[config.mk]
export PLATFORM = sky130hd
export DESIGN_NAME = img_rd_arbiter
export DESIGN_NICKNAME = d
export VERILOG_FILES = /design/src/rtl/img_rd_arbiter.sv
export SDC_FILE = /design/constraint.sdc
export NUM_CORES = 1
export LEC_CHECK = 0
export BUFFER_PORTS_ARGS = -buffer_cell sky130_fd_sc_hd__buf_4
export CORE_AREA = 2 2 57 59
export CTS_BUF_LIST = sky130_fd_sc_hd__clkbuf_4
export DETAILED_ROUTE_END_ITERATION = 10
export DIE_AREA = 0 0 59 61
export GPL_ROUTABILITY_DRIVEN = 1
export GPL_TIMING_DRIVEN = 1
export PLACE_DENSITY = 0.83
export REMOVE_ABC_BUFFERS = 1
export SLEW_MARGIN = 10
export SYNTH_ARGS = -nofsm -noshare
export SYNTH_HDL_FRONTEND = slang
export SYNTH_SLANG_ARGS = --single-unit
[constraint.sdc]
create_clock -name clk -period 3.11 [get_ports clk]
set_clock_uncertainty 0.05 [all_clocks]
set_input_delay 0.311 -clock clk [delete_from_list [all_inputs] [get_ports clk]]
set_output_delay 0.311 -clock clk [all_outputs]
set_load 0.05 [all_outputs]
[src/rtl/img_rd_arbiter.sv]
// img_rd_arbiter
// Shares the single image_buffer read port between N_REQ data fetchers.
// Address requests are granted round-robin. The issuing requester index is pushed into a
// tag FIFO so that each in-order pixel response goes back to whoever asked for it.
//
// Ports
//   clk, rst                  clock (rising edge), asynchronous active-low reset
//   req_addr_valid/ready/addr requester address channels (addr slice i*W_ADDR +: W_ADDR)
//   req_dout_valid/ready      per-requester response handshake
//   req_dout_data             response pixel, shared by all requesters
//   mem_addr_valid/ready/addr address channel towards image_buffer
//   mem_dout_valid/ready/data pixel channel from image_buffer
module img_rd_arbiter #(
    parameter int N_REQ     = 2,
    parameter int W_ADDR    = 17,
    parameter int W_DATA    = 8,
    parameter int MAX_OUTST = 4
) (
    input  logic                    clk,
    input  logic                    rst,
    input  logic [N_REQ-1:0]        req_addr_valid,
    output logic [N_REQ-1:0]        req_addr_ready,
    input  logic [N_REQ*W_ADDR-1:0] req_addr,
    output logic [N_REQ-1:0]        req_dout_valid,
    input  logic [N_REQ-1:0]        req_dout_ready,
    output logic [W_DATA-1:0]       req_dout_data,
    output logic                    mem_addr_valid,
    input  logic                    mem_addr_ready,
    output logic [W_ADDR-1:0]       mem_addr,
    input  logic                    mem_dout_valid,
    output logic                    mem_dout_ready,
    input  logic [W_DATA-1:0]       mem_dout_data
);
    localparam int W_IDX = (N_REQ > 1) ? $clog2(N_REQ) : 1;
    localparam int W_CNT = $clog2(MAX_OUTST + 1);
    localparam int W_PTR = (MAX_OUTST > 1) ? $clog2(MAX_OUTST) : 1;
    localparam logic [W_CNT-1:0] CNT_FULL = W_CNT'(MAX_OUTST);
    localparam logic [W_IDX-1:0] IDX_LAST = W_IDX'(N_REQ - 1);

    logic [W_IDX-1:0] tag_mem [MAX_OUTST];
    logic [W_PTR-1:0] wr_ptr;
    logic [W_PTR-1:0] rd_ptr;
    logic [W_CNT-1:0] count;
    logic [W_IDX-1:0] rr_ptr;
    logic [W_IDX-1:0] lock_idx;
    logic             lock;

    logic [W_IDX-1:0] gnt_idx;
    logic             gnt_any;
    logic [W_IDX-1:0] head_tag;
    logic             resp_en;
    logic             push;
    logic             pop;
    int               cand;

    // A locked (stalled) grant bypasses arbitration and the full check: count cannot grow
    // while the stalled address is pending, so it was already below the limit.
    always_comb begin
        gnt_idx = rr_ptr;
        gnt_any = 1'b0;
        cand    = 0;
        if (lock) begin
            gnt_idx = lock_idx;
            gnt_any = 1'b1;
        end else if (count < CNT_FULL) begin
            // Walk downwards so the candidate closest to rr_ptr is written last and wins.
            for (int k = N_REQ - 1; k >= 0; k--) begin
                cand = (int'(rr_ptr) + k) % N_REQ;
                if (req_addr_valid[cand]) begin
                    gnt_idx = W_IDX'(cand);
                    gnt_any = 1'b1;
                end
            end
        end
    end

    assign head_tag       = tag_mem[rd_ptr];
    assign resp_en        = rst && (count != '0);
    assign mem_addr_valid = rst && gnt_any && req_addr_valid[gnt_idx];
    assign mem_addr       = req_addr[gnt_idx*W_ADDR +: W_ADDR];
    assign mem_dout_ready = resp_en && req_dout_ready[head_tag];
    assign req_dout_data  = mem_dout_data;

    always_comb begin
        req_addr_ready = '0;
        req_dout_valid = '0;
        if (rst && gnt_any) begin
            req_addr_ready[gnt_idx] = mem_addr_ready;
        end
        if (resp_en) begin
            req_dout_valid[head_tag] = mem_dout_valid;
        end
    end

    assign push = mem_addr_valid && mem_addr_ready;
    assign pop  = mem_dout_valid && mem_dout_ready;

    always_ff @(posedge clk or negedge rst) begin
        if (!rst) begin
            wr_ptr   <= '0;
            rd_ptr   <= '0;
            count    <= '0;
            rr_ptr   <= '0;
            lock     <= 1'b0;
            lock_idx <= '0;
            for (int i = 0; i < MAX_OUTST; i++) begin
                tag_mem[i] <= '0;
            end
        end else begin
            if (push) begin
                tag_mem[wr_ptr] <= gnt_idx;
                wr_ptr          <= wr_ptr + W_PTR'(1);
                rr_ptr          <= (gnt_idx == IDX_LAST) ? '0 : gnt_idx + W_IDX'(1);
                lock            <= 1'b0;
            end else if (mem_addr_valid) begin
                lock     <= 1'b1;
                lock_idx <= gnt_idx;
            end
            if (pop) begin
                rd_ptr <= rd_ptr + W_PTR'(1);
            end
            if (push && !pop) begin
                count <= count + W_CNT'(1);
            end else if (pop && !push) begin
                count <= count - W_CNT'(1);
            end
        end
    end

    a_addr_ready_onehot: assert property (@(posedge clk) disable iff (!rst)
        $onehot0(req_addr_ready));
    a_dout_valid_onehot: assert property (@(posedge clk) disable iff (!rst)
        $onehot0(req_dout_valid));
    a_addr_stable_in_stall: assert property (@(posedge clk) disable iff (!rst)
        lock |-> $stable(mem_addr));
    a_count_bound: assert property (@(posedge clk) disable iff (!rst)
        count <= CNT_FULL);
    a_no_orphan_resp: assert property (@(posedge clk) disable iff (!rst)
        mem_dout_valid |-> (count != '0));

endmodule

* Yosys cells after proc, flatten, opt, wreduce, memory -nomap -nowiden
Cells that the tools add are included.
** Cells by class
- Reductions and logical operators :: 17
- Multipliers :: 1
- Shifts and indexed selects :: 1
- Bitwise operators :: 6
- Add/subtract/negate cells :: 6
- Multiplexer cells :: 34
- Order comparisons :: 10
** Operators by type and width (number)
- variable part select 34 x 7 -> 17 bit :: 1
- 2-to-1 mux 1 bit :: 25
- logical AND 1 bit :: 11
- greater-or-equal comparator 3 bit (second input constant) :: 2
- less-than comparator 1 x 2 -> 1 bit (second input constant) :: 3
- multiplier 1 x 5 -> 6 bit (second input constant) :: 1
- 2-to-1 mux 3 bit :: 2
- NOT 2 -> 3 bit :: 2
- adder 2 x 1 -> 2 bit (second input constant) :: 2
- bitwise AND 2 bit :: 2
- bitwise mux 4 bit :: 1
- 2-to-1 mux 2 bit :: 2
- nonzero test 2 bit :: 2
- adder 3 x 1 -> 3 bit (second input constant) :: 1
- less-than comparator 2 x 3 -> 1 bit (second input constant) :: 1
- less-than comparator 3 x 1 -> 1 bit (second input constant) :: 1
- less-than comparator 3 bit (second input constant) :: 1
- nonzero test 3 bit :: 1
- subtractor 3 x 1 -> 3 bit (second input constant) :: 1
- adder 1 bit (second input constant) :: 2
- binary-select mux 1 bit (select 2 bit) :: 1
- demux 1 bit (select 1 bit) :: 2
- demux 1 bit (select 2 bit) :: 1
- greater-or-equal comparator 1 bit (second input constant) :: 2
- 4 further kinds :: 5
** Word-level totals
- Logic and storage cells :: 85
- Flip-flop bits (word level) :: 14
- Input bits :: 50

* Logic depth before layout (Yosys ltp)
Gate-level depths: netlist of run 1.
- Depth in word-level cells :: 17
- Gate-level depth with buffers :: 10

* Least setup slack after synthesis of run 1
OpenSTA, ideal clock, no wires.
- Path type :: register to register
- Start point :: reg rd_ptr[1]
- End point :: reg count[1]
- Cell stages (with the launch flop) :: 9
- Arrival time :: 2.112 ns
- Setup slack :: 0.824 ns
- Data required time :: 2.935 ns
- Period minus slack after synthesis :: 2.286 ns
- Cell sequence :: dfrtp_1 > mux2i_1 > mux2i_1 > mux2i_1 > or2_2 > ha_1 > inv_1 > fa_1 > mux2_2
** On the way
- Word-level cells in the longest chain between the ends :: 11
** Ends and longest elaborated chain
- from (decl) :: RTL line 42 : logic [W_PTR-1:0] rd_ptr;
- from (signal assigned) :: RTL line 120 : rd_ptr <= rd_ptr + W_PTR'(1);
- NOT 2 -> 3 bit (not written as such) * :: RTL line 77 : assign head_tag = tag_mem[rd_ptr];
- binary-select mux 1 bit (select 2 bit) * :: RTL line 77
- 2-to-1 mux 1 bit (not written as such) * (2 in series) :: RTL line 77
- 2-to-1 mux 1 bit (not written as such) * (2 in series) :: RTL line 81 : assign mem_dout_ready = resp_en && req_dout_ready[head_tag];
- logical AND 1 bit * :: RTL line 81
- logical AND 1 bit * :: RTL line 96 : assign pop = mem_dout_valid && mem_dout_ready;
- zero test 1 bit :: RTL line 122 : if (push && !pop) begin
- logical AND 1 bit :: RTL line 122
- 2-to-1 mux 3 bit / nonzero test 2 bit (equally long branches)
- to (signal assigned) :: RTL line 123 : count <= count + W_CNT'(1);
- to (signal assigned) :: RTL line 125 : count <= count - W_CNT'(1);
- to (decl) :: RTL line 43 : logic [W_CNT-1:0] count;
Every way passes the cells marked *; elsewhere a longest branch is shown, timed or not. The select of a mux whose other input is x is not followed.
A chain may end at the register's enable or synchronous reset.

* Worst setup path after layout of run 1
- Start point :: in rst
- End point :: reg count[2]
** On the way
- Word-level cells in the longest chain between the ends :: 6
** Ends and longest elaborated chain
- from (decl) :: RTL line 20 : input logic rst,
- logical AND 1 bit * (2 in series) :: RTL line 79 : assign mem_addr_valid = rst && gnt_any && req_addr_valid[gnt_idx];
- logical AND 1 bit * :: RTL line 95 : assign push = mem_addr_valid && mem_addr_ready;
- net push :: RTL line 52 : logic push;
- zero test 1 bit :: RTL line 124 : end else if (pop && !push) begin
- logical AND 1 bit :: RTL line 124
- nonzero test 2 bit (no source line)
The timed path passes the listed nets; every way through them passes the cells marked *.

==> flow_metrics.py, run 1 <==
metrics = {
    "outcome": {
        "run_status": "finished, final reports clean",
    },
    "global_routing": {
        "antenna_found_initial": 0,
        "grt_use_total_pct": 18.2,
        "first_global_vias": 1154,
        "grt_pass1_wl_um": 5000,
        "grt_max_degree": 22,
        "grt-ovfl-total": 0,
    },
    "layout": {
        "diodes": 0,
        "design_area_sq_mm": 0.00170,
        "multiInputGateArea_sq_um": 742,
        "n_fill_cell": 281,
        "area_delta_synth_final_pct": 37.8,
        "regArea_sq_um": 350,
        "drive_above_1_share_pct": 50.8,
        "nNetsFinal": 236,
    },
    "drt": {
        "drc": 0,
        "wl_met3_um": 72,
        "antenna_left": 0,
        "wl_per_cell_um": 15.1,
        "wirelength_um": 3200,
        "dr_total_vias": 1096,
        "firstDrtPassIters": 3,
        "routed.top_layer": "met4",
        "drt_iter0_markers": 14,
        "via_per_inst": 5.17,
        "wl_met2_um": 1880,
        "wl_met1_um": 1190,
    },
    "setup_path": {
        "start_kind": "input port",
        "cp_max_fo": 21,
        "critical_path_arrival_ns": 2.90,
        "ff2ff_setup_slack_ns": 0.60,
        "reg2reg_from": "count[2]",
        "cp_cell_sequence": "dlygate4sd3_1, buf_4, and2_1, o21ai_0, nor2_1, ha_1, inv_1, fa_1, xor2_1, nor2_1, xnor2_1",
        "r2r-end": "count[2]",
        "crit_required_ns": 3.27,
        "cp_slowest_stage_delay_ns": 0.54,
        "critPathKind": "input port to flip-flop",
        "cpMostUsedCell": "nor2_1",
        "crit_path_end_kind": "flip-flop",
        "cp_slowest_cell": "dlygate4sd3_1",
        "ff2ff_path_depth": 8,
    },
    "timing": {
        "rsz0062_at_grt": "no",
        "finalCritPeriodShare_pct": 88.0,
        "slew_headroom_pct": 49.7,
        "setup_ws_ns": 0.375,
        "drv_slew": 0,
        "fmax_ghz": 0.366,
        "finalCriticalPeriod_ns": 2.74,
        "timing_hold_violations_final": 0,
        "timing.hold.ws_ns": 0.285,
        "worst_slew_pin_slew_ns": 0.743,
        "fin_tns_setup_ns": 0,
        "finalSetupViolCount": 0,
    },
    "cts": {
        "cts_buffers": 3,
        "cts.clk_slew.worst_paths_ns": 0.09,
        "clock-sinks": 14,
        "tritoncts": "yes",
        "clk-insertion-delay-late_ns": 0.28,
        "cts.path.max_buffers": 2,
        "cts-root-buf": "clkbuf_4",
        "htreeDepth": 1,
        "post_cts_buffers": 0,
    },
    "die": {
        "fp.dieArea_sq_mm": 0.00360,
        "core.rowCount": 20,
        "pin_count": 81,
        "initial_core_util_pct": 41.9,
        "die_w_um": 59,
        "die_height_um": 61,
        "core-area_sq_mm": 0.00295,
    },
    "synthesis": {
        "synth_seq_cells": 14,
        "async_flop_share_pct": 100,
        "ys_top_cells_by_count": "14 x dfrtp_1, 12 x inv_1, 12 x mux2_4, 10 x o21ai_0, 9 x buf_4",
        "synth_edf_count": 0,
        "synth_area_sq_mm": 0.00124,
        "synth_area_leaders": "dfrtp_1 28%, mux2_4 15%, mux2_2 6.4%",
        "syn_inst": 120,
        "syn_area_per_cell_sq_um": 10.3,
        "synth_ff_type": "dfrtp_1",
        "synth_top_area_share_pct": 28.3,
        "yosysUniqueCellTypes": 33,
        "ys_warn_count": 0,
        "yosys.cell_count.top_type": "dfrtp_1",
        "yosys.area.top_type": "dfrtp_1",
        "yosysSeqAreaShare_pct": 28.3,
    },
    "power_and_ir_drop": {
        "worst_ir_drop_vdd_mv": 0.563,
        "leakage_nw": 0.848,
        "power_density_mw_per_mm2": 989,
    },
    "hold_path": {
        "hold-path-endpoint": "rr_ptr",
        "min_from": "req_addr_valid[0]",
        "hp-class": "input port to flip-flop",
        "whs_path_depth": 2,
    },
    "flow_run": {
        "maxCapViolCount": 0,
    },
    "placement": {
        "postPlaceCellArea_sq_mm": 0.00167,
        "post-place-ws_ns": 0.622,
        "gp_congestion": 0.787,
        "place_hpwl_um": 2610,
        "portBuffers": 64,
    },
}
-- worst max path at each step --
| stage | endpoint | slack [ns] | startpoint |
|---|---|---|---|
| floorplan | req_addr_ready[0] | 0.80 | count[2] |
| global placement | count[2] | 0.75 | rst |
| detailed placement | count[2] | 0.62 | count[2] |
| CTS | count[2] | 0.37 | rst |
| global route | count[2] | 0.23 | rst |
| finish | count[2] | 0.37 | rst |
-- repair_timing --
action | in CTS | in global routing
hold buffers | 1 | 0
hold endpoints to repair | 14 | 0
resized for setup | 0 | 0
-- layout by cell type, fill, tap and decap left out, drive strengths merged, types with 3 or more instances in the layout --
cell type and n:
o31ai 3, ha 5, mux2 19, clkbuf 3, inv 12, xnor2 3, a21oi 6, nor2 8
buf 65, mux2i 6, o21ai 10, dfrtp 14
-- layout make-up --
cell class / instances / area share, %
repair buffers: 66 / 29.2
inverters: 12 / 2.65
well taps: 33 / 2.42
flip-flops and latches: 14 / 20.6
clock buffers: 3 / 1.32
multi-input cells: 83 / 43.6
clock inverters: 1 / 0.220
-- worst max-delay path, delay by kind of cell --
family / cells / cell delay, ns
buffers and inverters: 3 / 0.87
and+or+nand+nor: 3 / 0.63
adders and majority gates: 2 / 0.61
xor gates and xnor gates: 2 / 0.29
AOI/OAI and AO/OA: 1 / 0.17
-- registers in the layout, indices dropped and copies added, names as in the netlist --
signal	cells
count	3
lock	1
lock_idx	1
rd_ptr	2
rr_ptr	1
tag_mem	4
wr_ptr	2
-- per-stage QoR --
| stage | util, % | instances | total power, mW |
|---|---|---|---|
| after floorplan | - | 109 | 1.26 |
| after global placement | 56.4 | 207 | 1.55 |
| after detailed placement | 56.4 | 207 | 1.59 |
| after CTS | 57.7 | 212 | 1.70 |
| after global routing | 57.7 | 212 | 1.78 |
| final | 57.7 | 212 | 1.68 |
-- power by group --
part | internal [mW] | leakage [nW] | switching, mW | total (mW)
Combinational | 0.508 | 0.682 | 0.732 | 1.24
Sequential | 0.251 | 0.151 | 0.0865 | 0.338
Clock | 0.0465 | 0.0154 | 0.0612 | 0.108
Total | 0.805 | 0.848 | 0.879 | 1.68
-- routing by layer --
metal	track usage [%]	up-vias
met5	0	-
met4	7.79	0
met3	2.56	4
met2	33.8	22
met1	20.7	536
li1	-	534
-- kinds of logic after synthesis --
group / share of synthesized area, %
AO/OA/AOI/OAI: 15.9
multiplexers: 25.8
buffers and inverters: 11.6
AND/OR/NAND/NOR: 8.10
flip-flops: 28.3
adder cells (fa/ha/maj): 6.68
XOR/XNOR: 3.54
Note: power is estimated with default switching activity, not from simulation.
==> inputs of run 2 (changes only) <==
--- a/config.mk
+++ b/config.mk
@@ -6,13 +6,13 @@
 export NUM_CORES = 1
 export LEC_CHECK = 0
 export BUFFER_PORTS_ARGS = -buffer_cell sky130_fd_sc_hd__buf_4
-export CORE_AREA = 2 2 57 59
+export CORE_AREA = 2 2 59 61
 export CTS_BUF_LIST = sky130_fd_sc_hd__clkbuf_4
 export DETAILED_ROUTE_END_ITERATION = 10
-export DIE_AREA = 0 0 59 61
+export DIE_AREA = 0 0 61 63
 export GPL_ROUTABILITY_DRIVEN = 1
 export GPL_TIMING_DRIVEN = 1
-export PLACE_DENSITY = 0.83
+export PLACE_DENSITY = 0.79
 export REMOVE_ABC_BUFFERS = 1
 export SLEW_MARGIN = 10
 export SYNTH_ARGS = -nofsm -noshare
==> run 2 against run 1 <==
- total power up 1.0%
- worst setup slack improved by 0.013 ns
- critical path depth stayed put
- global-route usage down 1.3 points
- die area increased by 6.8%
- final area up 1.4%
- combinational power barely moved
- critical path type unchanged
- critical endpoint unchanged
==> flow_metrics.py, run 2 (synthesis gave the netlist of run 1 again) <==
metrics = {
    "placement": {
        "place_hpwl_um": 2420,
        "gp_congestion": 0.914,
        "postPlaceCellArea_sq_mm": 0.00169,
        "portBuffers": 64,
        "placed_cells": 221,
    },
    "die": {
        "pin_count": 81,
        "initial_core_util_pct": 38.3,
        "core.rowCount": 21,
        "die_height_um": 63,
        "core-area_sq_mm": 0.00323,
        "fp.dieArea_sq_mm": 0.00384,
        "die_w_um": 61,
    },
    "layout": {
        "stdcell_count": 226,
        "diodes": 0,
        "reg_top3": "tag_mem (4), count (3)",
        "area_delta_synth_final_pct": 39.7,
        "mostFrequentLayoutCells": "66 x buf_4, 14 x dfrtp_1, 12 x inv_1, 12 x mux2_4, 10 x o21ai_0",
        "design_area_sq_mm": 0.00173,
        "final_common_cell": "buf_4",
        "nNetsFinal": 237,
        "largest_reg_flops": 4,
        "largest-register": "tag_mem",
        "drive_above_1_share_pct": 51.1,
    },
    "power_and_ir_drop": {
        "power_density_mw_per_mm2": 986,
        "finalPower_mw": 1.70,
        "leakage_nw": 0.853,
        "worst_ir_drop_vdd_mv": 0.458,
    },
    "cts": {
        "cts.path.max_buffers": 2,
        "cts-root-buf": "clkbuf_4",
        "clock-sinks": 14,
        "clk-insertion-delay-late_ns": 0.29,
        "cts.clk_slew.worst_paths_ns": 0.08,
        "cts_buffers": 3,
        "tritoncts": "yes",
        "htreeDepth": 1,
    },
    "hold_path": {
        "hp-class": "input port to flip-flop",
        "min_from": "req_addr_valid[0]",
        "whs_path_depth": 2,
    },
    "setup_path": {
        "cp-startpoint": "rst",
        "start_kind": "input port",
        "reg2reg_from": "rd_ptr[1]",
        "crit_required_ns": 3.28,
        "critical_path_arrival_ns": 2.89,
        "critPathKind": "input port to flip-flop",
        "cpLargestDelayFamily": "buffers and inverters",
        "cp_max_fo": 21,
        "ff2ff_setup_slack_ns": 0.68,
        "cp_slowest_cell": "dlygate4sd3_1",
        "cpMostUsedCell": "nor2_1",
        "ff2ff_path_depth": 8,
        "critPathBufInv": 3,
        "cp.depth": 11,
        "cp_cell_sequence": "dlygate4sd3_1, buf_4, and2_1, o21ai_0, nor2_1, ha_1, inv_1, fa_1, xor2_1, nor2_1, xnor2_1",
        "crit_path_end_kind": "flip-flop",
        "cp_slowest_stage_delay_ns": 0.53,
    },
    "drt": {
        "antenna_left": 0,
        "drt_iter0_markers": 67,
        "dr_total_vias": 1105,
        "firstDrtPassIters": 4,
        "drc": 0,
        "wl_per_cell_um": 13.3,
        "via_per_inst": 4.89,
        "wirelength_um": 3000,
    },
    "timing": {
        "finalCriticalPeriod_ns": 2.72,
        "finalSetupViolCount": 0,
        "finalCritPeriodShare_pct": 87.6,
        "timing.hold.ws_ns": 0.288,
        "fmax_ghz": 0.367,
        "timing_hold_violations_final": 0,
        "rsz0062_at_grt": "no",
        "worst_slew_pin_slew_ns": 0.619,
        "fin_tns_setup_ns": 0,
        "slew_headroom_pct": 58.1,
        "drv_slew": 0,
    },
    "flow_run": {
        "maxCapViolCount": 0,
    },
    "outcome": {
        "run_status": "finished, final reports clean",
    },
    "global_routing": {
        "grt-ovfl-total": 0,
        "grt_pass1_wl_um": 4920,
        "grt_max_degree": 22,
        "antenna_found_initial": 0,
        "grt_use_total_pct": 16.9,
        "first_global_vias": 1104,
    },
}
run 2: final timing paths:
path	to
worst min register to register	rr_ptr
worst min-delay path	rr_ptr
worst max register to register	count[1]
worst max-delay path	count[2]
min in group asynchronous	rd_ptr[0]
max in group asynchronous	rr_ptr
run 2: metal layers:
metal,GRT usage [%],up-vias,share of wire [%]
li1,-,536,-
met1,20.1,522,39
met2,27.6,40,54
met3,6.21,7,5.5
met4,5.16,0,1.3
met5,0,-,0
run 2: what timing repair did:
item,CTS,global route
buffers inserted,0,0
hold buffers,1,0
endpoints found under the hold margin,14,0
resized for setup,0,0
run 2: layout make-up:
type / instances / area, sq um
Clock inverter: 1 / 3.75
Fill cell: 312 / 1510
Tap cell: 46 / 57.6
Clock buffer: 3 / 22.5
Inverter: 12 / 45.0
Multi-Input combinational cell: 83 / 742
Sequential cell: 14 / 350
Timing Repair Buffer: 67 / 505
run 2: power breakdown:
part / internal (mW) / switching (mW) / total [mW]
Clock: 0.0467 / 0.0658 / 0.113
Combinational: 0.519 / 0.728 / 1.25
Sequential: 0.251 / 0.0905 / 0.342
run 2: through the flow:
stage | util [%] | setup slack, ns
floorplan | - | 0.804
global placement | 52.3 | 0.732
detailed placement | 52.3 | 0.651
CTS | 53.4 | 0.406
global route | 53.4 | 0.166
finish | 53.4 | 0.387
run 2: worst reg2reg max path, stage by stage, from the launching register on:
cell	delay (ns)
dfrtp_1	0.42
mux2i_1	0.29
mux2i_1	0.17
mux2i_1	0.16
or2_2	0.29
ha_1	0.20
inv_1	0.07
fa_1	0.40
mux2_2	0.27
==> inputs of run 3 (changes only) <==
--- a/config.mk
+++ b/config.mk
@@ -12,7 +12,7 @@
 export DIE_AREA = 0 0 61 63
 export GPL_ROUTABILITY_DRIVEN = 1
 export GPL_TIMING_DRIVEN = 1
-export PLACE_DENSITY = 0.79
+export PLACE_DENSITY = 0.72
 export REMOVE_ABC_BUFFERS = 1
 export SLEW_MARGIN = 10
 export SYNTH_ARGS = -nofsm -noshare
==> run 3 against run 2 <==
- routed wire length rose by 5.6%
- clock-buffer cell count unchanged
- fmax fell by 0.45%
- largest cell class unchanged
==> flow_metrics.py, run 3 (synthesis gave the netlist of run 1 again) <==
metrics = {
    "cts": {
        "cts-root-buf": "clkbuf_4",
        "post_cts_buffers": 0,
        "cts_resized": 0,
        "cts.path.max_buffers": 2,
        "cts_buffers": 3,
        "tritoncts": "yes",
        "cts.clk_slew.worst_paths_ns": 0.09,
        "clk-insertion-delay-late_ns": 0.29,
        "hold_buffers": 1,
        "htreeDepth": 1,
        "clock-sinks": 14,
    },
    "layout": {
        "largest-register": "tag_mem",
        "reg_top3": "tag_mem (4), count (3)",
        "diodes": 0,
        "nNetsFinal": 236,
        "largest_reg_flops": 4,
        "mostFrequentLayoutCells": "65 x buf_4, 14 x dfrtp_1, 12 x inv_1, 12 x mux2_4, 10 x o21ai_0",
        "drive_above_1_share_pct": 50.8,
        "final_common_cell": "buf_4",
        "area_delta_synth_final_pct": 39.1,
    },
    "die": {
        "fp.dieArea_sq_mm": 0.00384,
        "die_w_um": 61,
        "die_height_um": 63,
        "core-area_sq_mm": 0.00323,
        "pin_count": 81,
        "initial_core_util_pct": 38.3,
        "core.rowCount": 21,
    },
    "power_and_ir_drop": {
        "worst_ir_drop_vdd_mv": 0.688,
        "p_comb_share_pct": 73.4,
        "p_int_mw": 0.805,
        "power_density_mw_per_mm2": 985,
        "sequentialPowerShare_pct": 20.0,
        "finalPower_mw": 1.69,
        "leakage_nw": 0.848,
        "clkPwrFrac_pct": 6.5,
        "p_sw_mw": 0.889,
        "switching_share_pct": 52.5,
    },
    "placement": {
        "place_hpwl_um": 2560,
        "portBuffers": 64,
        "gp_congestion": 0.822,
    },
    "setup_path": {
        "cp_max_fo": 21,
        "crit_path_end_kind": "flip-flop",
        "critPathKind": "input port to flip-flop",
        "crit_required_ns": 3.27,
        "start_kind": "input port",
        "critical_path_arrival_ns": 2.89,
    },
    "timing": {
        "fmax_ghz": 0.366,
        "timing_hold_violations_final": 0,
        "worst_slew_pin_slew_ns": 0.632,
        "slew_headroom_pct": 57.2,
        "rsz0062_at_grt": "no",
        "finalCritPeriodShare_pct": 87.9,
        "fin_tns_setup_ns": 0,
        "finalCriticalPeriod_ns": 2.74,
        "finalSetupViolCount": 0,
        "drv_slew": 0,
    },
    "global_routing": {
        "grt_pass1_wl_um": 5020,
        "antenna_found_initial": 0,
        "grt-ovfl-total": 0,
        "grt_max_degree": 22,
        "grt_use_total_pct": 17.2,
        "first_global_vias": 1114,
    },
    "drt": {
        "via_per_inst": 4.95,
        "firstDrtPassIters": 4,
        "dr_total_vias": 1113,
        "drc": 0,
        "wl_per_cell_um": 14.1,
        "wirelength_um": 3170,
        "antenna_left": 0,
        "drt_iter0_markers": 24,
    },
    "outcome": {
        "run_status": "finished, final reports clean",
    },
    "hold_path": {
        "hp-class": "input port to flip-flop",
    },
    "flow_run": {
        "maxCapViolCount": 0,
    },
}
## run 3: cell types whose count changed in the layout (fill, tap and decap cells not counted)
cell	change
buf_4	-1
## run 3: worst paths after layout
| path | endpoint | slack, ns | start | cells past startpoint |
|---|---|---|---|---|
| min in group asynchronous | wr_ptr[1] | 0.38 | rst | 2 |
| worst max register to register | count[2] | 0.65 | count[2] | 8 |
| worst min register to register | rr_ptr | 0.47 | rr_ptr | 1 |
| max in group asynchronous | rd_ptr[1] | 2.43 | rst | 2 |
| worst min-delay path | rr_ptr | 0.28 | req_addr_valid[0] | 2 |
| worst max-delay path | count[2] | 0.37 | rst | 11 |
## run 3: cell type report
cell class	count	area, sq um
Fill cell	304	1510
Clock inverter	1	3.75
Clock buffer	3	22.5
Timing Repair Buffer	66	498
Inverter	12	45.0
Tap cell	46	57.6
Sequential cell	14	350
Multi-Input combinational cell	83	742
## run 3: worst max-delay path: stages
cell	delay (ns)
dlygate4sd3_1	0.52
buf_4	0.26
and2_1	0.25
o21ai_0	0.18
nor2_1	0.27
ha_1	0.23
inv_1	0.06
fa_1	0.37
xor2_1	0.17
nor2_1	0.12
xnor2_1	0.14
## run 3: through the flow
stage | utilization (%) | instances | setup slack [ns] | hold slack, ns | cell area, sq um
after global routing | 53.2 | 225 | 0.220 | 0.292 | 1720
final | 53.2 | 225 | 0.375 | 0.280 | 1720
after global placement | 52.1 | 220 | 0.744 | 0.139 | 1680
after detailed placement | 52.1 | 220 | 0.606 | 0.145 | 1680
after CTS | 53.2 | 225 | 0.362 | 0.275 | 1720
after floorplan | - | 109 | 0.804 | -0.0346 | 1140
## run 3: routing by layer
metal  GRT usage [%]  part of all wire [%]  up-vias  wire [um]
li1                -                     -      540          -
met1            18.2                    38      541       1210
met2            31.9                    57       27       1810
met3            3.73                   3.2        5        101
met4            6.25                   1.5        0         46
met5               0                     0        -          0
## run 3: power groups by stage
stage	combinational, mW	sequential, mW	clock, mW
floorplan	0.943	0.322	0
global placement	1.22	0.335	0
detailed placement	1.25	0.341	0
CTS	1.25	0.338	0.112
global route	1.31	0.354	0.119
finish	1.24	0.340	0.110
